File: config.mk
export PLATFORM = sky130hd
export DESIGN_NAME = seq_detector_param
export DESIGN_NICKNAME = d
export VERILOG_FILES = /design/src/rtl/seq_detector_param_pkg.sv /design/src/rtl/seq_match_cmp.sv /design/src/rtl/seq_detector_param.sv
export SDC_FILE = /design/constraint.sdc
export NUM_CORES = 1
export LEC_CHECK = 0
export ABC_AREA = 1
export CAP_MARGIN = 10
export CORE_ASPECT_RATIO = 0.6
export CORE_UTILIZATION = 55
export DETAILED_ROUTE_END_ITERATION = 7
export GPL_ROUTABILITY_DRIVEN = 0
export PLACE_DENSITY = 0.88
export SYNTH_ARGS = -nofsm -noshare
export SYNTH_HDL_FRONTEND = slang
export SYNTH_SLANG_ARGS = --single-unit
File: constraint.sdc
create_clock -name clk -period 3.9 [get_ports clk]
set_input_delay 0.39 -clock clk [delete_from_list [all_inputs] [get_ports clk]]
set_output_delay 0.39 -clock clk [all_outputs]
set_load 0.005 [all_outputs]
File: src/rtl/seq_detector_param_pkg.sv
// seq_detector_param_pkg: shared constants and types for the parametrised sequence detector.
//   MODE_MEALY / MODE_MOORE : output-mode encodings
//   OVL_OFF / OVL_ON        : overlap-mode encodings
//   DEF_PAT_4 / DEF_LEN_4   : default 4-bit pattern (1001) and length
//   mode_cfg_t              : packed overlap/output-mode configuration register
package seq_detector_param_pkg;

    localparam logic MODE_MEALY = 1'b0;
    localparam logic MODE_MOORE = 1'b1;
    localparam logic OVL_OFF    = 1'b0;
    localparam logic OVL_ON     = 1'b1;

    localparam logic [3:0] DEF_PAT_4 = 4'b1001;
    localparam int         DEF_LEN_4 = 4;

    typedef struct packed {
        logic ovl;
        logic moore;
    } mode_cfg_t;

endpackage

File: src/rtl/seq_match_cmp.sv
// seq_match_cmp: masked compare of the candidate window against the pattern, qualified by fill level.
//   cand_i    in  PAT_W  history window including the current bit (bit 0 = newest)
//   pat_i     in  PAT_W  pattern ([len-1] first bit, [0] last bit)
//   len_i     in  LEN_W  active pattern length (0 disables matching)
//   fill_i    in  LEN_W  valid history bits held before the current bit
//   hit_raw_o out 1      pattern matches over len bits and enough history is valid
module seq_match_cmp #(
    parameter  int PAT_W = 4,
    localparam int LEN_W = $clog2(PAT_W + 1)
) (
    input  logic [PAT_W-1:0] cand_i,
    input  logic [PAT_W-1:0] pat_i,
    input  logic [LEN_W-1:0] len_i,
    input  logic [LEN_W-1:0] fill_i,
    output logic             hit_raw_o
);

    logic [PAT_W-1:0] mask;

    always_comb begin
        mask = '0;
        for (int i = 0; i < PAT_W; i++) mask[i] = i < int'(len_i);
    end

    // The current bit supplies one of the len bits, so len-1 history bits suffice.
    assign hit_raw_o = (len_i != '0) &&
                       (fill_i >= len_i - LEN_W'(1)) &&
                       (((cand_i ^ pat_i) & mask) == '0);

endmodule

File: src/rtl/seq_detector_param.sv
// seq_detector_param: runtime-configurable serial pattern detector with overlap and Mealy/Moore modes.
//   clk       in  1      rising-edge clock
//   rst_n     in  1      asynchronous reset, active low
//   en        in  1      in_bit valid this cycle
//   in_bit    in  1      serial data bit
//   cfg_load  in  1      capture cfg_* (drops a same-cycle data bit)
//   cfg_pat   in  PAT_W  new pattern
//   cfg_len   in  LEN_W  new length (clamped to PAT_W, 0 disables)
//   cfg_ovl   in  1      new overlap mode
//   cfg_moore in  1      new output mode
//   cnt_clr   in  1      clear match counter (wins over a same-cycle hit)
//   z         out 1      match indication
//   match_cnt out CNT_W  saturating match count
//   fill_out  out LEN_W  valid history bits held
module seq_detector_param
    import seq_detector_param_pkg::*;
#(
    parameter  int               PAT_W     = 4,
    parameter  int               CNT_W     = 8,
    parameter  logic [PAT_W-1:0] DEF_PAT   = DEF_PAT_4,
    parameter  int               DEF_LEN   = DEF_LEN_4,
    parameter  logic             DEF_OVL   = OVL_ON,
    parameter  logic             DEF_MOORE = MODE_MEALY,
    localparam int               LEN_W     = $clog2(PAT_W + 1)
) (
    input  logic             clk,
    input  logic             rst_n,
    input  logic             en,
    input  logic             in_bit,
    input  logic             cfg_load,
    input  logic [PAT_W-1:0] cfg_pat,
    input  logic [LEN_W-1:0] cfg_len,
    input  logic             cfg_ovl,
    input  logic             cfg_moore,
    input  logic             cnt_clr,
    output logic             z,
    output logic [CNT_W-1:0] match_cnt,
    output logic [LEN_W-1:0] fill_out
);

    // The oldest history bit is shifted out before it can ever be compared, so it is not stored.
    logic [PAT_W-2:0] hist_q, hist_d;
    logic [LEN_W-1:0] fill_q, fill_d;
    logic [PAT_W-1:0] pat_q, pat_d;
    logic [LEN_W-1:0] len_q, len_d;
    mode_cfg_t        mode_q, mode_d;
    logic             z_q, z_d;
    logic [CNT_W-1:0] cnt_q, cnt_d;

    logic [PAT_W-1:0] cand;
    logic             hit_raw;
    logic             hit;

    assign cand = {hist_q, in_bit};

    seq_match_cmp #(.PAT_W(PAT_W)) u_cmp (
        .cand_i   (cand),
        .pat_i    (pat_q),
        .len_i    (len_q),
        .fill_i   (fill_q),
        .hit_raw_o(hit_raw)
    );

    // A configuration load discards the bit presented in the same cycle.
    assign hit = en & ~cfg_load & hit_raw;

    always_comb begin
        hist_d = cfg_load ? '0 : en ? cand[PAT_W-2:0] : hist_q;
        fill_d = cfg_load                          ? '0 :
                 !en                               ? fill_q :
                 (hit && mode_q.ovl == OVL_OFF)    ? '0 :
                 (fill_q == LEN_W'(PAT_W))         ? fill_q : fill_q + LEN_W'(1);
        pat_d  = cfg_load ? cfg_pat : pat_q;
        len_d  = !cfg_load                  ? len_q :
                 (cfg_len > LEN_W'(PAT_W))  ? LEN_W'(PAT_W) : cfg_len;
        mode_d = cfg_load ? '{ovl: cfg_ovl, moore: cfg_moore} : mode_q;
        z_d    = hit;
        cnt_d  = cnt_clr                ? '0 :
                 (hit && cnt_q != '1)   ? cnt_q + CNT_W'(1) : cnt_q;
    end

    always_ff @(posedge clk or negedge rst_n) begin
        if (!rst_n) begin
            hist_q <= '0;
            fill_q <= '0;
            pat_q  <= DEF_PAT;
            len_q  <= LEN_W'(DEF_LEN);
            mode_q <= '{ovl: DEF_OVL, moore: DEF_MOORE};
            z_q    <= 1'b0;
            cnt_q  <= '0;
        end else begin
            hist_q <= hist_d;
            fill_q <= fill_d;
            pat_q  <= pat_d;
            len_q  <= len_d;
            mode_q <= mode_d;
            z_q    <= z_d;
            cnt_q  <= cnt_d;
        end
    end

    // Gating with rst_n keeps a combinational Mealy hit from appearing while reset is held.
    assign z         = rst_n & ((mode_q.moore == MODE_MOORE) ? z_q : hit);
    assign match_cnt = cnt_q;
    assign fill_out  = fill_q;

endmodule

==> reports/results.tsv <==
metric	value	unit
cpLargestDelayFamily	buffers and inverters	
syn_nets	205	
vias	1320	
p_per_area	410.5	nW/um^2
ys_ff_latch	24	
synthArstFlopShare	100.0	%
max_slew_margin	66.55	%
die_h	41.41	um
die_x	67.69	um
coreArea	2293	um^2
ioPinCount	27	
critPathKind	flip-flop to output port	
cts_hold_buf	0	
hpwl	2.614	mm
grt_pass1_vias	1252	
overflow	0	
endpoint_kind	output port	
drive_gt1_share	11.48	%
synth.distinct_cells	26	
crit_end	z	
path_buf_inv	2	
fin_crit	2.877	ns
r2r_slack	1.62	ns
via_per_inst	5.523	
finalNetCount	234	
cpPeakStageDelay	0.51	ns
clkTransAtPathRegs	0.09	ns
place_ws	1.110	ns
cp_max_fo	5	
fmax	347.6	MHz
remaining_drc_errors	0	
drt_iter0_markers	110	
use_met3	7.418	%
area_delta_synth_final	25.57	%
clkSinkCount	24	
start_util	62.08	%
ys_warn_count	0	
hold_class	input port to asynchronous set/reset pin	
synth_ff_type	dfrtp_1	
fin_cells	239	
diodes	0	
crit_cells	9	
top_usage_layer	met2	
grt_util_all_layers	28.17	%
setup_tns	0	ns
grt_max_degree	26	
dr.pass1.iters	4	
rr_worst_depth	12	
clock_latency	0.27	ns
ys_seq_area_share	42.53	%
worst_slack	1.023	ns
cts_buffer_depth	2	
setup.worst_path.start	len_q[0]	
ctsResizeCount	0	
fin_util	77.96	%
dp_cells	235	
r2r_end	match_cnt[1]	
dieArea	2803	um^2
finalHoldViolCount	0	
rsz0062_at_grt	false	
final_common_cell	nand2_1	
fin_crit_sh	73.77	%
routed_wl	3.460	mm
cts_tree	done	
use_met1	39.75	%
mostFrequentLayoutCells	nand2_1, clkdlybuf4s50_1, dfrtp_1, nand3_1, inv_1	
worstPathCellList	inv_1 > ha_1 > xnor2_1 > ha_1 > nand3_1 > nand3_1 > nand3_2 > a21oi_1 > clkdlybuf4s50_1	
detail-route-antenna-nets	0	
r2r-start	len_q[0]	
tightest_slew	0.5002	ns
drv_slew	0	
drv_cap	0	
grtUsageMet2	42.18	%
crit_slowest_cell	clkdlybuf4s50_1	
synth_top_area_cell	dfrtp_1	
postCtsSetupBuffers	0	
h-tree-depth	1	
io_buffers	26	
synthTopCellsByArea	dfrtp_1, nand2_1, ha_1, dfstp_2, nand3_1	
wl_per_cell	14.48	um
synthDominantCellAreaShare	35.15	%
vdd_drop_max	374.4	uV
worstPathRequired	3.51	ns
p_leak	0.9013	nW
numCtsBuffers	3	
cts-root-buf	clkbuf_8	
setup_viol	0	
antenna_found_initial	0	
syn_area	1424	um^2
grt_pass1_wl	5.733	mm
start_kind	flip-flop	
synth_edf_count	0	
synth.avg_cell_area	7.867	um^2
rows	13	
postSynthCellCount	181	
fin_skew	0.01211	ns
outcome	finished, final reports clean	
cp.arrival	2.49	ns
layer usage:
metal | wire (um) | part of all wire, %
met5 | 0 | 0
met2 | 1563 | 45
met4 | 68 | 2.0
met3 | 246 | 7.1
met1 | 1582 | 46
how the worst min path moves through the flow:
stage / cells past startpoint / slack, ns / to / start
after floorplan: 0 / 0.09 / fill_out[0] / rst_n
after global placement: 2 / 0.47 / pat_q[0] / pat_q[0]
after detailed placement: 2 / 0.47 / pat_q[0] / pat_q[0]
after CTS: 2 / 0.48 / len_q[0] / rst_n
after global routing: 2 / 0.48 / pat_q[1] / rst_n
final: 2 / 0.47 / hist_q[0] / rst_n
synth_stat cells (all sizes together), types with 3 or more instances:
| cell type | number |
|---|---|
| a21oi | 3 |
| xor2 | 5 |
| nand4 | 3 |
| dfrtp | 20 |
| inv | 20 |
| nand3 | 22 |
| ha | 9 |
| nand2 | 59 |
| o21ai | 9 |
| xnor2 | 3 |
| dfstp | 4 |
| nor2 | 14 |
final cells by class:
cell class	count	area (um^2)
flip-flops and latches	24	605.6
clock buffers	3	41.29
multi-input cells	133	725.7
inverters	21	80.08
fillers	147	505.5
well taps	30	37.54
clock inverters	1	30.03
repair buffers	27	267.8
registers in the layout, summed over array words and instances (netlist names):
signal	count
mode_q	2
fill_out	3
pat_q	4
match_cnt	8
z_q	1
len_q	3
hist_q	3
logic make-up after synthesis:
| family | synth area share, % |
|---|---|
| DFF | 42.53 |
| buffers and inverters | 6.502 |
| adders and majority gates | 7.909 |
| and+or+nand+nor | 32.60 |
| xor gates and xnor gates | 4.921 |
| AOI/OAI and AO/OA | 5.536 |
stage by stage:
step,hold WS (ns),area [um^2],power (mW)
global route,0.4848,1788,0.7777
CTS,0.4764,1788,0.7338
finish,0.4698,1788,0.7340
global placement,0.4705,1717,0.5011
detailed placement,0.4723,1717,0.5151
floorplan,0.09441,1424,0.4237
power by group:
| part | leakage [nW] | switching, mW | total [mW] | internal (mW) |
|---|---|---|---|---|
| clock | 0.0357 | 0.0808 | 0.218 | 0.137 |
| sequential | 0.308 | 0.0293 | 0.306 | 0.277 |
| combinational | 0.557 | 0.114 | 0.210 | 0.0959 |
worst reg2reg max path: cells and delay by family, from the launching register on:
family / cells / cell delay [ns]
buffers and inverters: 2 / 0.18
XOR/XNOR: 1 / 0.13
AO/OA/AOI/OAI: 1 / 0.21
flip-flops: 1 / 0.39
adder cells (fa/ha/maj): 2 / 0.54
AND/OR/NAND/NOR: 6 / 0.72
No activity file was read; power rests on OpenSTA's default activity.
